===== config.mk =====
export PLATFORM = sky130hd
export DESIGN_NAME = crypto1_subkey_extend
export DESIGN_NICKNAME = d
export VERILOG_FILES = /design/src/rtl/crypto1_subkey_extend.sv
export SDC_FILE = /design/constraint.sdc
export NUM_CORES = 1
export LEC_CHECK = 0
export BUFFER_PORTS_ARGS = -buffer_cell sky130_fd_sc_hd__buf_2
export CAP_MARGIN = 20
export CORE_MARGIN = 1.5
export CORE_UTILIZATION = 39
export CTS_CLUSTER_SIZE = 14
export DETAILED_ROUTE_END_ITERATION = 12
export REMOVE_ABC_BUFFERS = 1
export SYNTH_ARGS = -nofsm -noshare
export SYNTH_HDL_FRONTEND = slang
export SYNTH_SLANG_ARGS = --single-unit

===== constraint.sdc =====
create_clock -name CLK -period 13 [get_ports CLK]
set_input_delay 0 -clock CLK [delete_from_list [all_inputs] [get_ports CLK]]
set_output_delay 0 -clock CLK [all_outputs]
set_load 0.01 [all_outputs]

===== src/rtl/crypto1_subkey_extend.sv =====
// Crypto1 20-bit subkey extension: grows a seed by NEXT keystream bits through two ping-pong candidate buffers.
// Optional statistics counters are enabled with `define CRYPTO1_SUBKEY_STATS_EN.
module crypto1_subkey_extend #(
  parameter int NEXT  = 4,
  parameter int DEPTH = 16
) (
  input  logic                         CLK,
  input  logic                         RESETn,
  input  logic [NEXT:0]                BITSTREAM,
  input  logic                         SEED_VALID,
  input  logic [19:0]                  SEED,
  output logic                         SEED_READY,
  output logic                         OUT_VALID,
  output logic [19+NEXT:0]             OUT_KEY,
  output logic                         OUT_LAST,
  input  logic                         OUT_READY,
  output logic                         DONE,
  output logic [$clog2(DEPTH+1)-1:0]   DONE_CNT,
  output logic                         OVF,
  output logic [31:0]                  STAT_SEEDS,
  output logic [31:0]                  STAT_KEYS
);
  localparam int KW = 20 + NEXT;
  localparam int BW = NEXT + 1;
  localparam int IW = $clog2(DEPTH);
  localparam int CW = $clog2(DEPTH + 1);

  typedef enum logic [2:0] {IDLE, EXTEND, SWAP, DRAIN, FINISH} state_t;
  state_t state, state_nxt;

  logic [KW-1:0] buf_a [DEPTH];
  logic [KW-1:0] buf_b [DEPTH];
  logic          sel;
  logic [CW-1:0] src_cnt, dst_cnt;
  logic [IW-1:0] idx, idx_inc;
  logic          b;
  logic [3:0]    k;
  logic [NEXT:0] bits_q;

  logic [KW-1:0] src_key, src_next_key, dst_head, new_key;
  logic [19:0]   nlf_in;
  logic          accept, last_pair, seed_fire, xfer;

  function automatic logic fa(input logic p, q, r, s);
    return (q & ~r & ~s) | (p & ~q & r) | (p & ~q & s) | (r & s);
  endfunction

  function automatic logic fb(input logic p, q, r, s);
    return (q & r & s) | (~q & r & ~s) | (~p & q & ~s) | (~p & ~q & s);
  endfunction

  function automatic logic fc(input logic p, q, r, s, t);
    return (~q & ~r & ~s & t) | (p & q & s) | (~p & ~r & s & t) |
           (p & ~q & ~t) | (q & r & t) | (q & r & s);
  endfunction

  function automatic logic nlf(input logic [19:0] x);
    return fc(fa(x[19], x[18], x[17], x[16]), fb(x[15], x[14], x[13], x[12]),
              fa(x[11], x[10], x[9], x[8]), fa(x[7], x[6], x[5], x[4]),
              fb(x[3], x[2], x[1], x[0]));
  endfunction

  assign seed_fire  = SEED_VALID && SEED_READY;
  assign xfer       = OUT_VALID && OUT_READY;
  assign SEED_READY = (state == IDLE);
  assign DONE       = (state == FINISH);

  // sel=0: A is the source of the current level, B collects survivors
  always_comb begin
    idx_inc      = idx + IW'(1);
    src_key      = sel ? buf_b[idx] : buf_a[idx];
    src_next_key = sel ? buf_b[idx_inc] : buf_a[idx_inc];
    dst_head     = sel ? buf_a[0] : buf_b[0];
    nlf_in       = {b, 19'(src_key >> k)};
    accept       = (nlf(nlf_in) == |(bits_q & (BW'(1) << k)));
    new_key      = src_key | (KW'(b) << (5'd19 + 5'(k)));
    last_pair    = b && ((CW'(idx) + CW'(1)) == src_cnt);
  end

  always_comb begin
    state_nxt = state;
    case (state)
      IDLE:    if (SEED_VALID) state_nxt = EXTEND;
      EXTEND:  if (last_pair) state_nxt = SWAP;
      SWAP: begin
        if (dst_cnt == '0)          state_nxt = FINISH;
        else if (k == 4'(NEXT))     state_nxt = DRAIN;
        else                        state_nxt = EXTEND;
      end
      DRAIN:   if (xfer && OUT_LAST) state_nxt = FINISH;
      FINISH:  state_nxt = IDLE;
      default: state_nxt = IDLE;
    endcase
  end

  always_ff @(posedge CLK) begin
    if (!RESETn) begin
      state     <= IDLE;
      sel       <= 1'b0;
      src_cnt   <= '0;
      dst_cnt   <= '0;
      idx       <= '0;
      b         <= 1'b0;
      k         <= '0;
      bits_q    <= '0;
      OUT_VALID <= 1'b0;
      OUT_KEY   <= '0;
      OUT_LAST  <= 1'b0;
      DONE_CNT  <= '0;
      OVF       <= 1'b0;
    end else begin
      state <= state_nxt;
      case (state)
        IDLE: if (seed_fire) begin
          bits_q  <= BITSTREAM;
          sel     <= 1'b0;
          src_cnt <= CW'(1);
          dst_cnt <= '0;
          idx     <= '0;
          b       <= 1'b0;
          k       <= 4'd1;
          OVF     <= 1'b0;
        end
        EXTEND: begin
          if (accept) begin
            if (dst_cnt == CW'(DEPTH)) OVF <= 1'b1;
            else                       dst_cnt <= dst_cnt + CW'(1);
          end
          b <= ~b;
          if (last_pair) idx <= '0;
          else if (b)    idx <= idx_inc;
        end
        SWAP: begin
          sel     <= ~sel;
          src_cnt <= dst_cnt;
          dst_cnt <= '0;
          idx     <= '0;
          b       <= 1'b0;
          k       <= k + 4'd1;
          if (dst_cnt == '0) begin
            DONE_CNT <= '0;
          end else if (k == 4'(NEXT)) begin
            // first candidate is read from the pre-swap destination buffer
            OUT_VALID <= 1'b1;
            OUT_KEY   <= dst_head;
            OUT_LAST  <= (dst_cnt == CW'(1));
          end
        end
        DRAIN: if (xfer) begin
          if (OUT_LAST) begin
            OUT_VALID <= 1'b0;
            OUT_LAST  <= 1'b0;
            DONE_CNT  <= src_cnt;
          end else begin
            idx      <= idx_inc;
            OUT_KEY  <= src_next_key;
            OUT_LAST <= ((CW'(idx) + CW'(2)) == src_cnt);
          end
        end
        default: ;
      endcase
    end
  end

  always_ff @(posedge CLK) begin
    if (state == IDLE && SEED_VALID) begin
      buf_a[0] <= KW'(SEED);
    end else if (state == EXTEND && accept && dst_cnt != CW'(DEPTH)) begin
      if (sel) buf_a[dst_cnt[IW-1:0]] <= new_key;
      else     buf_b[dst_cnt[IW-1:0]] <= new_key;
    end
  end

`ifdef CRYPTO1_SUBKEY_STATS_EN
  always_ff @(posedge CLK) begin
    if (!RESETn) begin
      STAT_SEEDS <= '0;
      STAT_KEYS  <= '0;
    end else begin
      if (seed_fire) STAT_SEEDS <= STAT_SEEDS + 32'd1;
      if (xfer)      STAT_KEYS  <= STAT_KEYS + 32'd1;
    end
  end
`else
  assign STAT_SEEDS = '0;
  assign STAT_KEYS  = '0;
`endif

endmodule

==> impl_metrics.tcl <==
set metrics [dict create \
    syn_avg_cell_area_um2 16.0 \
    grt_usage 0.238 \
    vias_per_cell 6.27 \
    status "complete, no violations" \
    die_w_um 330 \
    fill_cells 9085 \
    core_mm2 0.106 \
    yosys-top-cells-area "edfxtp_1, mux4_2, mux2i_1, dfxtp_1, a22oi_1" \
    skew_ns 0.0265 \
    finalMaxSlewViolations 0 \
    cts_setup_buffers 0 \
    cts_root_buf "clkbuf_16" \
    layout.nets 2746 \
    wl_per_cell_um 31.3 \
    finalSetupViolCount 0 \
    die_h_um 330 \
    yosysTopAreaCell "edfxtp_1" \
    p_sw_mw 1.44 \
    synth_top_cell_area_share 0.552 \
    switching_share 0.230 \
    io_pins 127 \
    cp_data_arrival_time_ns 8.75 \
    clk_latency_ns 0.66 \
    timing_hold_violations_final 0 \
    min_from "SEED[17]" \
    synth_edf_count 768 \
    cp-end-kind "flip-flop" \
    period_share 0.649 \
    required_ns 13.31 \
    reg2reg_slack_ns 4.56 \
    grt_pass1_wl_mm 187 \
    grt_pass1_vias 26200 \
    power_frac_seq 0.478 \
    fin_util 0.444 \
    start_util 0.395 \
    die-area_mm2 0.109 \
    vias 26200 \
    leakage_nw 14.1 \
    drtAntennaViolNets 0 \
    yosysSeqAreaShare 0.583 \
    regToRegEndpoint "buf_a[12][15]" \
    max-slew-margin-rel 0.216 \
    async_flop_share 0 \
    routabilityCongestion 0.973 \
    synth_area_mm2 0.0418 \
    path_max_fanout 41 \
    ys_seq_elements 832 \
    hp-class "input pin to flip-flop" \
    reg2reg_depth 17 \
    drt_iter0_markers 3130 \
    power_mw 6.27 \
    htreeDepth 3 \
    synth_cell_types 80 \
    clkSinkCount 832 \
    worst_pin_slew_ns 1.17 \
    start_kind "flip-flop" \
    max_freq_mhz 118 \
    hold-path-endpoint "buf_a[11][17]" \
    synthFlopType "edfxtp_1" \
    routed_wl_mm 131 \
    io_buffers 62 \
    p_int_mw 4.83 \
    synthTopCellsByCount "edfxtp_1, mux2i_1, mux4_2" \
    tritoncts "built" \
    whs_path_depth 2 \
    fin_crit_ns 8.44 \
    yosysWarnings 0 \
    antenna_found_initial 1 \
    yosysMostFrequentCell "edfxtp_1" \
    clockBufferDepth 3 \
    clock_power_share 0.429 \
    numCtsBuffers 91 \
    syn_to_final_growth_pct 12.4 \
    irDropWorstVdd_mv 0.146 \
    worst-setup-path-type "flip-flop to flip-flop" \
    gr-total-overflow 0 \
    drc 0 \
    syn_inst 2617 \
    first_pass_iters 8 \
    power_density_mw_per_mm2 134 \
    cts.clk_slew.worst_paths_ns 0.06 \
    combPwrFrac 0.093 \
    layout-drive-gt1-share 0.252 \
    post-dp-hpwl_mm 78.0 \
    rsz0062_at_grt "no" \
    drv_cap 0 \
    row_count 119 \
    grt_max_degree 131 \
]
state kept, by name, summed over array words and instances (netlist names), 3 cells and up, named ones only:
signal and count:
dst_cnt 5, buf_a 384, DONE_CNT 5, bits_q 5
buf_b 384, src_cnt 5, OUT_KEY 24, state 3
idx 4, k 4
per-layer routing:
layer	global-route usage	wire (um)	up-vias
met5	0	0	-
met3	0.0525	11200	230
met1	0.313	52000	13800
met4	0.0727	4090	0
li1	-	-	10800
met2	0.395	63400	1330
repair_timing:
action / CTS / global route
hold buffers: 28 / 0
setup endpoints to repair: 0 / 0
endpoints found under the hold margin: 255 / 0
resized for setup: 0 / 0
power groups by stage:
stage / Combinational [mW] / Clock (mW) / Sequential (mW)
global route: 0.617 / 2.83 / 3.00
global placement: 0.560 / 0 / 3.05
CTS: 0.577 / 2.73 / 2.99
finish: 0.583 / 2.69 / 2.99
floorplan: 0.414 / 0 / 3.06
detailed placement: 0.568 / 0 / 3.05
cell usage in the layout, fill, tap and decap left out, types with 13 or more instances in the layout:
cell type	count
conb_1	64
edfxtp_1	768
a31oi_1	15
mux2i_1	337
clkbuf_1	23
buf_2	62
mux4_2	304
clkinv_1	14
dlygate4sd3_1	28
nor3_1	21
and2_1	13
nand2_1	162
o21ai_0	29
nand3_1	88
a22oi_1	168
a21boi_0	39
nor4_2	31
buf_4	98
a21oi_1	25
clkbuf_16	95
nor2b_1	13
bufinv_16	13
dfxtp_1	61
nor2_1	46
mux2_2	16
metrics by stage:
step	area (um2)	cells	TNS [ns]	setup slack, ns	hold slack, ns
3_3_place_gp	43500	3975	0	4.91	0.320
3_5_place_dp	43500	3975	0	4.75	0.321
6_report	46900	4172	0	4.56	0.0388
4_1_cts	46900	4171	0	4.71	0.0331
2_1_floorplan	40400	2423	-6236.96	-5.92	0.122
5_1_grt	46900	4171	0	4.32	0.0938
how the worst max path moves through the flow:
stage | endpoint | slack [ns] | cells after the start
floorplan | buf_b[12][0] | -5.92 | 14
global placement | buf_a[12][15] | 4.91 | 17
detailed placement | buf_a[11][15] | 4.75 | 17
CTS | buf_a[12][15] | 4.71 | 17
global route | buf_a[3][15] | 4.32 | 17
finish | buf_a[12][15] | 4.56 | 17
final cells by class:
cell class	count	area, um2	area share
sequential	832	24400	0.519
antenna	1	2.50	0.0000533
clock inverter	42	542	0.0115
inverter	14	52.6	0.00112
timing repair buffer	189	1350	0.0287
tap	1391	1740	0.0371
clock buffer	126	2570	0.0548
multi-input combinational	1577	16300	0.348
kinds of logic after synthesis:
| kind of cell | Yosys count | synth area share |
|---|---|---|
| AO/OA/AOI/OAI | 356 | 0.0619 |
| XOR/XNOR | 13 | 0.00273 |
| adder cells (fa/ha/maj) | 12 | 0.00359 |
| buffers and inverters | 271 | 0.0391 |
| flip-flops | 832 | 0.583 |
| multiplexers | 673 | 0.254 |
| other | 1 | 0.0000898 |
| AND/OR/NAND/NOR | 459 | 0.0555 |
worst max-delay path: stages (launching register included):
cell	delay (ns)
dfxtp_2	0.31
buf_4	0.52
nor2b_4	0.96
buf_4	0.68
a22oi_1	0.20
nand3_1	0.21
nand4_1	0.70
o22ai_1	0.47
o41ai_1	0.13
a2111oi_2	0.46
xor2_1	0.26
mux2_2	0.40
o21bai_1	0.20
a32oi_2	0.36
a21oi_2	0.14
nor3b_4	0.94
buf_4	0.49
mux2_1	0.57
Power figures use the tool's default switching activity.
